## src/rtl/branch_fetch_if.sv

```systemverilog
// Decode / instruction-memory bundle for the branch fetch sequencer.
// Valid/ready handshake: imem_req is the valid and imem_ack the ready; a fetch
// completes in a cycle where both are high and ack is meaningless when req is low.
interface branch_fetch_if #(
    parameter int INST_1_WIDTH    = 8,
    parameter int INST_2_WIDTH    = 12,
    parameter int INST_ADDR_WIDTH = 16,
    parameter int CNT_WIDTH       = 8
);
    logic                       redirect_valid;
    logic                       jump;
    logic [INST_1_WIDTH-1:0]    inst_1;
    logic [INST_2_WIDTH-1:0]    inst_2;
    logic [INST_ADDR_WIDTH-1:0] br_pc;
    logic                       stall;
    logic                       imem_req;
    logic [INST_ADDR_WIDTH-1:0] imem_addr;
    logic                       imem_ack;
    logic                       fetch_valid;
    logic [INST_ADDR_WIDTH-1:0] fetch_pc;
    logic                       flush;
    logic [CNT_WIDTH-1:0]       redirect_cnt;

    modport master (
        input  redirect_valid, jump, inst_1, inst_2, br_pc, stall, imem_ack,
        output imem_req, imem_addr, fetch_valid, fetch_pc, flush, redirect_cnt
    );

    modport slave (
        output redirect_valid, jump, inst_1, inst_2, br_pc, stall, imem_ack,
        input  imem_req, imem_addr, fetch_valid, fetch_pc, flush, redirect_cnt
    );
endinterface

```

## src/rtl/branch_fetch_sequencer.sv

```systemverilog
// PC sequencer: owns the PC, issues fetches, applies branch/jump redirects
// with a one-cycle flush, and stalls on decode back-pressure.
module branch_fetch_sequencer #(
    parameter int                   INST_1_WIDTH    = 8,
    parameter int                   INST_2_WIDTH    = 12,
    parameter int                   INST_ADDR_WIDTH = 16,
    parameter logic [INST_ADDR_WIDTH-1:0] RESET_PC  = '0,
    parameter int                   CNT_WIDTH       = 8
) (
    input  logic                 clk,
    input  logic                 rst,
    branch_fetch_if.master       bus,
    output logic [1:0]           state_dbg
);
    typedef enum logic [1:0] {
        IDLE     = 2'd0,
        FETCH    = 2'd1,
        HOLD     = 2'd2,
        REDIRECT = 2'd3
    } state_t;

    state_t                     state, state_next;
    logic [INST_ADDR_WIDTH-1:0] pc, pc_next;
    logic                       req, req_next;
    logic                       fv, fv_next;
    logic [INST_ADDR_WIDTH-1:0] fpc, fpc_next;
    logic                       flush_q, flush_next;
    logic [CNT_WIDTH-1:0]       cnt, cnt_next;
    logic [INST_ADDR_WIDTH-1:0] target;

    // Offsets are unsigned; the sum wraps modulo 2^INST_ADDR_WIDTH.
    assign target = bus.jump ? bus.br_pc + INST_ADDR_WIDTH'(bus.inst_2)
                             : bus.br_pc + INST_ADDR_WIDTH'(bus.inst_1);

    always_ff @(posedge clk) begin
        if (rst) begin
            state   <= IDLE;
            pc      <= RESET_PC;
            req     <= 1'b0;
            fv      <= 1'b0;
            fpc     <= '0;
            flush_q <= 1'b0;
            cnt     <= '0;
        end else begin
            state   <= state_next;
            pc      <= pc_next;
            req     <= req_next;
            fv      <= fv_next;
            fpc     <= fpc_next;
            flush_q <= flush_next;
            cnt     <= cnt_next;
        end
    end

    always_comb begin
        state_next = state;
        pc_next    = pc;
        req_next   = 1'b0;
        fv_next    = 1'b0;
        fpc_next   = fpc;
        flush_next = 1'b0;
        cnt_next   = cnt;
        case (state)
            IDLE: begin
                state_next = FETCH;
                req_next   = 1'b1;
            end
            FETCH, HOLD, REDIRECT: begin
                // Priority: redirect over stall over ack; an ack lost here is re-fetched.
                if (bus.redirect_valid) begin
                    state_next = REDIRECT;
                    pc_next    = target;
                    flush_next = 1'b1;
                    if (cnt != {CNT_WIDTH{1'b1}}) cnt_next = cnt + 1'b1;
                end else if (state == REDIRECT) begin
                    state_next = FETCH;
                    req_next   = 1'b1;
                end else if (bus.stall) begin
                    state_next = HOLD;
                end else begin
                    state_next = FETCH;
                    req_next   = 1'b1;
                    if (state == FETCH && bus.imem_ack) begin
                        fv_next  = 1'b1;
                        fpc_next = pc;
                        pc_next  = pc + 1'b1;
                    end
                end
            end
            default: state_next = IDLE;
        endcase
    end

    assign bus.imem_req     = req;
    assign bus.imem_addr    = pc;
    assign bus.fetch_valid  = fv;
    assign bus.fetch_pc     = fpc;
    assign bus.flush        = flush_q;
    assign bus.redirect_cnt = cnt;
    assign state_dbg        = state;
endmodule
```

## src/flat_wrapper.sv

```systemverilog
// flat-port wrapper written by rule: the top's interface ports become plain ports
module branch_fetch_sequencer_flat 
#(
    parameter int                   INST_1_WIDTH    = 8,
    parameter int                   INST_2_WIDTH    = 12,
    parameter int                   INST_ADDR_WIDTH = 16,
    parameter logic [INST_ADDR_WIDTH-1:0] RESET_PC  = '0,
    parameter int                   CNT_WIDTH       = 8
)
  (clk, rst, state_dbg, bus_redirect_valid, bus_jump, bus_inst_1, bus_inst_2, bus_br_pc, bus_stall, bus_imem_ack, bus_imem_req, bus_imem_addr, bus_fetch_valid, bus_fetch_pc, bus_flush, bus_redirect_cnt);
  branch_fetch_if #(.INST_1_WIDTH(INST_1_WIDTH), .INST_2_WIDTH(INST_2_WIDTH), .INST_ADDR_WIDTH(INST_ADDR_WIDTH), .CNT_WIDTH(CNT_WIDTH)) bus_i ();
  input  logic clk;
  input  logic rst;
  output logic [1:0] state_dbg;
  input wire logic [$bits(bus_i.redirect_valid)-1:0] bus_redirect_valid;
  input wire logic [$bits(bus_i.jump)-1:0] bus_jump;
  input wire logic [$bits(bus_i.inst_1)-1:0] bus_inst_1;
  input wire logic [$bits(bus_i.inst_2)-1:0] bus_inst_2;
  input wire logic [$bits(bus_i.br_pc)-1:0] bus_br_pc;
  input wire logic [$bits(bus_i.stall)-1:0] bus_stall;
  input wire logic [$bits(bus_i.imem_ack)-1:0] bus_imem_ack;
  output wire logic [$bits(bus_i.imem_req)-1:0] bus_imem_req;
  output wire logic [$bits(bus_i.imem_addr)-1:0] bus_imem_addr;
  output wire logic [$bits(bus_i.fetch_valid)-1:0] bus_fetch_valid;
  output wire logic [$bits(bus_i.fetch_pc)-1:0] bus_fetch_pc;
  output wire logic [$bits(bus_i.flush)-1:0] bus_flush;
  output wire logic [$bits(bus_i.redirect_cnt)-1:0] bus_redirect_cnt;
  assign bus_i.redirect_valid = bus_redirect_valid;
  assign bus_i.jump = bus_jump;
  assign bus_i.inst_1 = bus_inst_1;
  assign bus_i.inst_2 = bus_inst_2;
  assign bus_i.br_pc = bus_br_pc;
  assign bus_i.stall = bus_stall;
  assign bus_i.imem_ack = bus_imem_ack;
  assign bus_imem_req = bus_i.imem_req;
  assign bus_imem_addr = bus_i.imem_addr;
  assign bus_fetch_valid = bus_i.fetch_valid;
  assign bus_fetch_pc = bus_i.fetch_pc;
  assign bus_flush = bus_i.flush;
  assign bus_redirect_cnt = bus_i.redirect_cnt;
  branch_fetch_sequencer #(.INST_1_WIDTH(INST_1_WIDTH), .INST_2_WIDTH(INST_2_WIDTH), .INST_ADDR_WIDTH(INST_ADDR_WIDTH), .RESET_PC(RESET_PC), .CNT_WIDTH(CNT_WIDTH)) u_core (.clk(clk), .rst(rst), .bus(bus_i), .state_dbg(state_dbg));
endmodule
```

## config.mk

```make
export PLATFORM = sky130hd
export DESIGN_NAME = branch_fetch_sequencer_flat
export DESIGN_NICKNAME = d
export VERILOG_FILES = /design/src/rtl/branch_fetch_if.sv /design/src/rtl/branch_fetch_sequencer.sv /design/src/flat_wrapper.sv
export SDC_FILE = /design/constraint.sdc
export NUM_CORES = 1
export LEC_CHECK = 0
export ABC_CLOCK_PERIOD_IN_PS = 4350
export CORE_ASPECT_RATIO = 1.4
export CORE_MARGIN = 2
export CORE_UTILIZATION = 50
export CTS_CLUSTER_SIZE = 40
export DETAILED_ROUTE_END_ITERATION = 7
export PLACE_DENSITY = 0.85
export SYNTH_ARGS = -nofsm -noshare
export SYNTH_HDL_FRONTEND = slang
export SYNTH_SLANG_ARGS = --single-unit
```

## constraint.sdc

```tcl
create_clock -name clk -period 4.35 [get_ports clk]
set_clock_uncertainty 0.2 [all_clocks]
set_input_delay 0.87 -clock clk [delete_from_list [all_inputs] [get_ports clk]]
set_output_delay 0.87 -clock clk [all_outputs]
set_load 0.02 [all_outputs]
```

# Word-level counts from Yosys, hierarchy flattened
# Index checks and enable logic that the tools add are counted.
[totals]
register_bits = 45
latchBits = 0
ramBits = 0
mem_bits_ro = 0
inputBits = 42
output_inout_bits = 45
word_cells = 45
mem_count = 0
[classes]
addsub = 4
multipliers = 0
n_div = 0
magnitude_cmp = 0
n_eq_ne = 6
shift = 0
n_mux = 15
bitwise = 4
n_reduce_logical = 9
[op_table]
columns = ["cell", "count"]
rows = [
  ["$mux W16", 5],
  ["$add A16 B1 Y16 const B", 1],
  ["$add A16 B12 Y16", 1],
  ["$add A16 B8 Y16", 1],
  ["$add A8 B1 Y8 const B", 1],
  ["$ne A8 B8 Y1 const B", 1],
  ["$mux W2", 3],
  ["$mux W1", 5],
  ["$reduce_and A5 Y1", 1],
  ["$reduce_or A5 Y1", 1],
  ["$eq A2 B2 Y1 const B", 2],
  ["$ne A2 B2 Y1 const B", 2],
  ["$not A1 Y1", 4],
  ["$pmux W2 S2", 1],
  ["$reduce_and A4 Y1", 1],
  ["$reduce_and A3 Y1", 1],
  ["$reduce_or A3 Y1", 1],
  ["$eq A2 B1 Y1 const B", 1],
  ["$logic_not A2 Y1", 1],
  ["$pmux W1 S2", 1],
  ["$reduce_bool A2 Y1", 1],
  ["$reduce_or A2 Y1", 1],
  ["$logic_and A1 B1 Y1", 1],
]

# Logic depth before layout (Yosys ltp)
# Gate-level depths: netlist of the first run.
[logic_depth]
word_depth = 6
ltp_mapped = 10
depth_no_buf = 10

# Worst setup path before layout of the first run
# OpenSTA, ideal clock, no wires.
[synth_path]
path_type = "input-to-reg"
startpoint = "in bus_jump"
endpoint = "reg u_core.pc[8], in the netlist u_core.bus.imem_addr[8]"
setup_ps = 70
arrival_ps = 2973
t_required_ps = 4080
path_slack_ps = 1107
cell_stages = 9
n_path_buf = 1
path_cell_list = "buf_1 > mux2_2 > ha_1 > a21o_1 > a21oi_1 > a21boi_0 > o21ai_0 > mux2_2 > a21oi_1"
[synth_via]
elab_chain_len = 2
[synth_rtl]
columns = ["element", "line", "text"]
rows = [
  ["start: declaration", "flat_wrapper.sv:16", "input wire logic [$bits(bus_i.jump)-1:0] bus_jump;"],
  ["$mux W16", "branch_fetch_sequencer.sv:32", "assign target = bus.jump ? bus.br_pc + INST_ADDR_WIDTH'(bus.inst_2)"],
  ["$mux W16", "branch_fetch_sequencer.sv:70", "if (bus.redirect_valid) begin"],
  ["end signal: assignment", "branch_fetch_sequencer.sv:46", "pc <= pc_next;"],
  ["end: declaration", "branch_fetch_sequencer.sv:23", "logic [INST_ADDR_WIDTH-1:0] pc, pc_next;"],
]
# Every way passes these cells.
# A chain may end at the register's enable or synchronous reset.

# Final worst setup path of the first run
# Ends and elaborated chain as after synthesis.

==> results of run 1 <==
-- worst paths after layout --
check / from / to / slack, ns / depth (start not counted)
max reg2reg: u_core.bus.imem_addr[7] / u_core.bus.imem_addr[15] / 2.13 / 6
min reg2reg: u_core.bus.fetch_pc[4] / u_core.bus.fetch_pc[4] / 0.25 / 2
min: u_core.bus.fetch_pc[4] / u_core.bus.fetch_pc[4] / 0.25 / 2
max: bus_jump / u_core.bus.imem_addr[8] / 0.66 / 11
-- registers in the layout, indices dropped and copies added, names as in the netlist --
name,cells
u_core.bus.fetch_pc,16
u_core.bus.imem_addr,16
u_core.bus.fetch_valid,1
u_core.bus.imem_req,1
u_core.state_dbg,2
u_core.bus.redirect_cnt,8
u_core.bus.flush,1
-- per-stage QoR --
stage | hold WS, ns | total power (µW) | setup slack [ns] | area [µm²]
after CTS | 0.2577 | 990.3 | 0.6792 | 3692
after detailed placement | 0.2466 | 749.2 | 0.3742 | 3610
final | 0.2535 | 982.7 | 0.6573 | 3692
after global placement | 0.2414 | 742.5 | 0.4723 | 3610
after floorplan | 0.3327 | 638.9 | 1.107 | 2740
after global routing | 0.2760 | 1034 | 0.4983 | 3692
-- worst register-to-register path, stage by stage (launching register included) --
cell and delay, ns:
sky130_fd_sc_hd__dfxtp_1 0.53, sky130_fd_sc_hd__and4_4 0.31, sky130_fd_sc_hd__and3_1 0.27, sky130_fd_sc_hd__nand4_1 0.13, sky130_fd_sc_hd__mux2_1 0.34, sky130_fd_sc_hd__a311oi_1 0.24
sky130_fd_sc_hd__o21ai_1 0.10
-- logic make-up after synthesis --
kind of cell | after synthesis | synth area share (%)
XOR/XNOR | 17 | 5.434
adder cells (fa/ha/maj) | 15 | 7.123
multiplexers | 13 | 5.160
buffers and inverters | 29 | 5.159
flip-flops | 45 | 32.88
AO/OA/AOI/OAI | 105 | 22.92
AND/OR/NAND/NOR | 125 | 21.32
-- cell usage after synthesis, drive strengths merged, types with 2 or more instances --
master / n
xor2: 11
a31oi: 5
o2111ai: 2
nand3: 7
o21a: 3
o21ai: 19
xnor2: 6
and4: 2
inv: 10
nand4: 9
a21oi: 48
o22ai: 4
or3: 4
o211ai: 3
clkbuf: 12
nor3b: 2
a21boi: 2
and3: 6
and2: 5
a311oi: 2
ha: 14
dfxtp: 45
buf: 7
mux2: 9
nor3: 5
nor2: 30
nand2: 52
mux2i: 4
o21bai: 2
a211oi: 4
-- layer usage --
layer  wire length (µm)  up-vias  global-route usage (%)
met1               2677     1288                   25.23
met5                  0        -                       0
met2               3525       97                   42.42
li1                   -     1404                       -
met4                175        0                   11.22
met3                259       18                   2.107
-- report_power, final --
group          internal [µW]  switching [µW]
clock network            111             130
logic                    138             141
registers                432            30.4
-- final cells by class --
class | count | area [µm²] | share of cell area, %
clock inverter | 2 | 10.01 | 0.2711
clock buffer | 6 | 72.57 | 1.965
timing repair buffer | 90 | 890.9 | 24.13
sequential | 45 | 900.9 | 24.40
multi-input combinational | 275 | 1698 | 45.98
tap | 66 | 82.58 | 2.237
inverter | 10 | 37.54 | 1.017
==> impl_metrics.ini, run 1 <==
[finish]
layout-area-overhead-vs-synth_pct = 34.75
layout-drive-gt1-share_pct = 5.607
n_antenna_cell = 0
most_frequent_standard_cell_in_the_layout_excluding_fill_and_tap_cells = sky130_fd_sc_hd__clkdlybuf4s50_1
layout_common_cells = sky130_fd_sc_hd__clkdlybuf4s50_1, sky130_fd_sc_hd__nand2_1, sky130_fd_sc_hd__a21oi_1, sky130_fd_sc_hd__dfxtp_1, sky130_fd_sc_hd__nor2_1
finalNetCount = 484
finish.utilization_pct = 70.51
nFillCells = 464
fin_cells = 494

[route]
detail_route.drc_violations = 0
avgRoutedWirePerCell_um = 13.44
antenna_violating_nets_post_route = 0
initialDrtViolationCount = 197
firstDrtPassIters = 4
vias_per_cell = 5.682
routed_wl_um = 6638
num_vias = 2807

[cts]
htree_levels = 2
cts_resized = 0
clkLatencyLatePin_ns = 0.29
clk_pin_slew_ns = 0.08
clock_path_buffers = 2
cts.root.buffer_cell = sky130_fd_sc_hd__clkbuf_8
numCtsBuffers = 5
post-cts-setup-buffers = 0
hold_buffers = 0
clock_tree_from_tritoncts = built
cts_num_sinks = 45

[global_routing]
grt_usage_pct = 23.00
initial_antenna_violation_count = 0
grt_start_max_net_pins = 44
vias_in_the_first_global_route = 2636
remaining_global_route_overflow = 0
grt_first_pass_wirelength_um = 11300

[floorplanning]
io_pins = 87
width_of_the_die_um = 66.57
start_util_pct = 52.33
std_cell_rows = 31
core_region_area_um2 = 5236
die_height_um = 91.59
die_area_um2 = 6097

[synth]
synth_area_leaders = sky130_fd_sc_hd__dfxtp_1, sky130_fd_sc_hd__a21oi_1, sky130_fd_sc_hd__nand2_1, sky130_fd_sc_hd__ha_1, sky130_fd_sc_hd__nor2_1
ys_warn_count = 0
synthDistinctLibCells = 54
postSynthRegisterBits = 45
synth_flop_cell = sky130_fd_sc_hd__dfxtp_1
yosysSeqAreaShare_pct = 32.88
syn-instance-count = 349
mappedNetlistNets = 406
syn_area_um2 = 2740
synthArstFlopShare_pct = 0
synth_area_leader_cell = sky130_fd_sc_hd__dfxtp_1
post-synth-top-area-fraction_pct = 32.88
synth_enable_flop_cells = 0
post_synth.cell_area_avg_um2 = 7.851

[setup_path]
worstPathRequired_ns = 4.38
cp_common_cell = sky130_fd_sc_hd__mux2_2
setup.worst_path.start_class = primary input
critical_path.cell_chain = clkdlybuf4s50_1, mux2_2, ha_1, inv_1, fa_1, nor2b_1, o2111ai_1, a21boi_0, o21ai_0, mux2_2, a21oi_1
arrival_ns = 3.72
critical_path_buf_inv_count = 2
worstPathMaxFanout = 12
critical_path_class = primary input to flop
kind_of_cell_adding_the_most_delay_to_the_critical_path = buffers and inverters
critical_path.endpoint_type = flop
cpPeakStageDelay_ns = 0.76
slowest_cp_cell = sky130_fd_sc_hd__clkdlybuf4s50_1

[timing]
rsz0062_at_grt = false
fin_crit_sh_pct = 84.89
slew_viol_final = 0
fin_crit_ns = 3.693
totalNegativeSetupSlack_ns = 0
max_freq_mhz = 270.8
final-setup-viol-count = 0
max-slew-margin-rel_pct = 32.16
timing_worst_slew_pin_value_ns = 1.018
report.final.hold_viol_count = 0

[pwr]
power.density_cell_area_nw_per_um2 = 266.2
p_leak_uw = 0.001362
vdd.ir_drop.worst_v = 0.0001380

[place]
place_inst = 486
port-buffer-count = 86
hpwlAfterDp_um = 5215
globalplace.congestion = 0.8876

[job]
max_cap_violations = 0

[outcome]
result_of_the_run = complete, no violations

[hold_path]
hold_path_class = flop to flop
Note: power is estimated with default switching activity, not from simulation.
==> inputs of run 2 (changes only) <==
ABC_CLOCK_PERIOD_IN_PS = 3300   (was 4350)
CORE_UTILIZATION = 42   (was 50)
PLACE_DENSITY = 0.76   (was 0.85)
clock period = 3.3 ns   (was 4.35 ns; I/O delays follow)
==> impl_metrics.ini, run 2 (synthesis results as in run 1) <==
[outcome]
result_of_the_run = complete, no violations

[setup_path]
setup.worst_path.start_class = primary input
kind_of_cell_adding_the_most_delay_to_the_critical_path = compound AO/OA/AOI/OAI gates
arrival_ns = 2.95
slowest_cp_cell = sky130_fd_sc_hd__clkdlybuf4s50_1
critical_path_buf_inv_count = 2
cpPeakStageDelay_ns = 0.45
critical_path_class = primary input to flop
critical_path.endpoint_type = flop
worstPathMaxFanout = 3
cp_common_cell = sky130_fd_sc_hd__o2111ai_1
worstPathRequired_ns = 3.28
critical_path.cell_chain = clkdlybuf4s50_1, mux2_2, ha_1, inv_1, fa_1, nor2b_1, o2111ai_1, a21oi_1, o2111ai_1, xor2_1, o22ai_1

[route]
avgRoutedWirePerCell_um = 13.11
initialDrtViolationCount = 198
routed_wl_um = 6856
num_vias = 2866
vias_per_cell = 5.480
detail_route.drc_violations = 0
antenna_violating_nets_post_route = 0
firstDrtPassIters = 5

[floorplanning]
std_cell_rows = 34
start_util_pct = 43.82
io_pins = 87
die_height_um = 99.57
width_of_the_die_um = 72.27
core_region_area_um2 = 6254
die_area_um2 = 7195

[timing]
timing_worst_slew_pin_value_ns = 1.051
setup_ws_ns = 0.3325
report.final.hold_viol_count = 0
fin_crit_sh_pct = 89.93
max_freq_mhz = 337.0
rsz0062_at_grt = false
slew_viol_final = 0
fin_crit_ns = 2.968
final-setup-viol-count = 0
max-slew-margin-rel_pct = 29.91

[place]
hpwlAfterDp_um = 5449
placement.setup.worst_slack_ns = -0.2614
port-buffer-count = 86
globalplace.congestion = 0.8098
placed_area_um2 = 3790

[finish]
finalNetCount = 507
most_frequent_standard_cell_in_the_layout_excluding_fill_and_tap_cells = sky130_fd_sc_hd__clkdlybuf4s50_1
cell_area_after_layout_um2 = 3930
n_antenna_cell = 0
multi_input_comb_area_um2 = 1702
layout-area-overhead-vs-synth_pct = 43.42
final-seq-area_um2 = 900.9
layout_common_cells = sky130_fd_sc_hd__clkdlybuf4s50_1, sky130_fd_sc_hd__nand2_1, sky130_fd_sc_hd__a21oi_1, sky130_fd_sc_hd__dfxtp_1, sky130_fd_sc_hd__nor2_1
nFillCells = 578
layout-drive-gt1-share_pct = 10.86

[cts]
clk_pin_slew_ns = 0.08
numCtsBuffers = 5
cts_num_sinks = 45
cts.root.buffer_cell = sky130_fd_sc_hd__clkbuf_8
htree_levels = 2
clock_tree_from_tritoncts = built
clock_path_buffers = 2
clkLatencyLatePin_ns = 0.30

[global_routing]
initial_antenna_violation_count = 0
vias_in_the_first_global_route = 2624
remaining_global_route_overflow = 0
grt_start_max_net_pins = 27
grt_usage_pct = 19.46
grt_first_pass_wirelength_um = 11610

[job]
max_cap_violations = 0

[pwr]
power.density_cell_area_nw_per_um2 = 384.0
p_leak_uw = 0.001505
vdd.ir_drop.worst_v = 0.0001870

[hold_path]
hold_path_class = flop to flop
run 2: cell count changes in the layout (fill, tap and decap cells not counted), sizes merged:
cell,delta
bufinv,+2
clkinv,-1
clkdlybuf4s50,-1
dlymetal6s2s,+1
buf,+23
clkbuf,-1
run 2: what timing repair did:
item | in CTS | in global routing
buffers inserted | 0 | 0
hold buffers | 0 | 0
resized for setup | 0 | 3
endpoints found under the setup margin | 0 | 8
endpoints found under the hold margin | 0 | 0
run 2: layout make-up:
cell class | count | area share (%)
clock buffer | 5 | 1.751
tap | 72 | 2.292
inverter | 10 | 0.9551
clock inverter | 3 | 1.656
timing repair buffer | 113 | 27.13
sequential | 45 | 22.92
multi-input combinational | 275 | 43.30
run 2: metal layers:
layer / part of all wire [%] / GRT usage, %
met1: 40 / 23.03
met2: 53 / 35.07
met3: 5.0 / 1.925
met4: 1.7 / 7.983
met5: 0 / 0
run 2: report_power, final:
part           internal (µW)  switching (µW)  total, µW
registers                569            41.3        611
logic                    215             195        410
clock network            301             188        489
total                   1080             424       1510
run 2: through the flow:
| step | total power, µW | std cells | utilization [%] | setup TNS, ns | hold WS [ns] |
|---|---|---|---|---|---|
| 2_1_floorplan | 842.1 | 349 | - | 0 | 0.3327 |
| 3_3_place_gp | 1022 | 515 | 60.60 | -1.340 | 0.2403 |
| 3_5_place_dp | 1030 | 515 | 60.60 | -1.827 | 0.2466 |
| 4_1_cts | 1509 | 523 | 62.75 | 0 | 0.2578 |
| 5_1_grt | 1576 | 523 | 62.85 | 0 | 0.2781 |
| 6_report | 1509 | 523 | 62.85 | 0 | 0.2553 |
run 2: worst paths after layout:
path	depth (start not counted)	endpoint	slack, ns	startpoint
max	11	u_core.bus.imem_addr[14]	0.33	bus_inst_2[0]
min	2	u_core.bus.fetch_pc[14]	0.26	u_core.bus.fetch_pc[14]
min reg2reg	2	u_core.bus.fetch_pc[14]	0.26	u_core.bus.fetch_pc[14]
max reg2reg	6	u_core.bus.imem_addr[15]	1.03	u_core.bus.imem_addr[7]
run 2: worst min-delay path, cell delays in order (launching register included):
cell and delay [ns]:
sky130_fd_sc_hd__dfxtp_1 0.31, sky130_fd_sc_hd__nand2_1 0.05, sky130_fd_sc_hd__a21oi_1 0.05
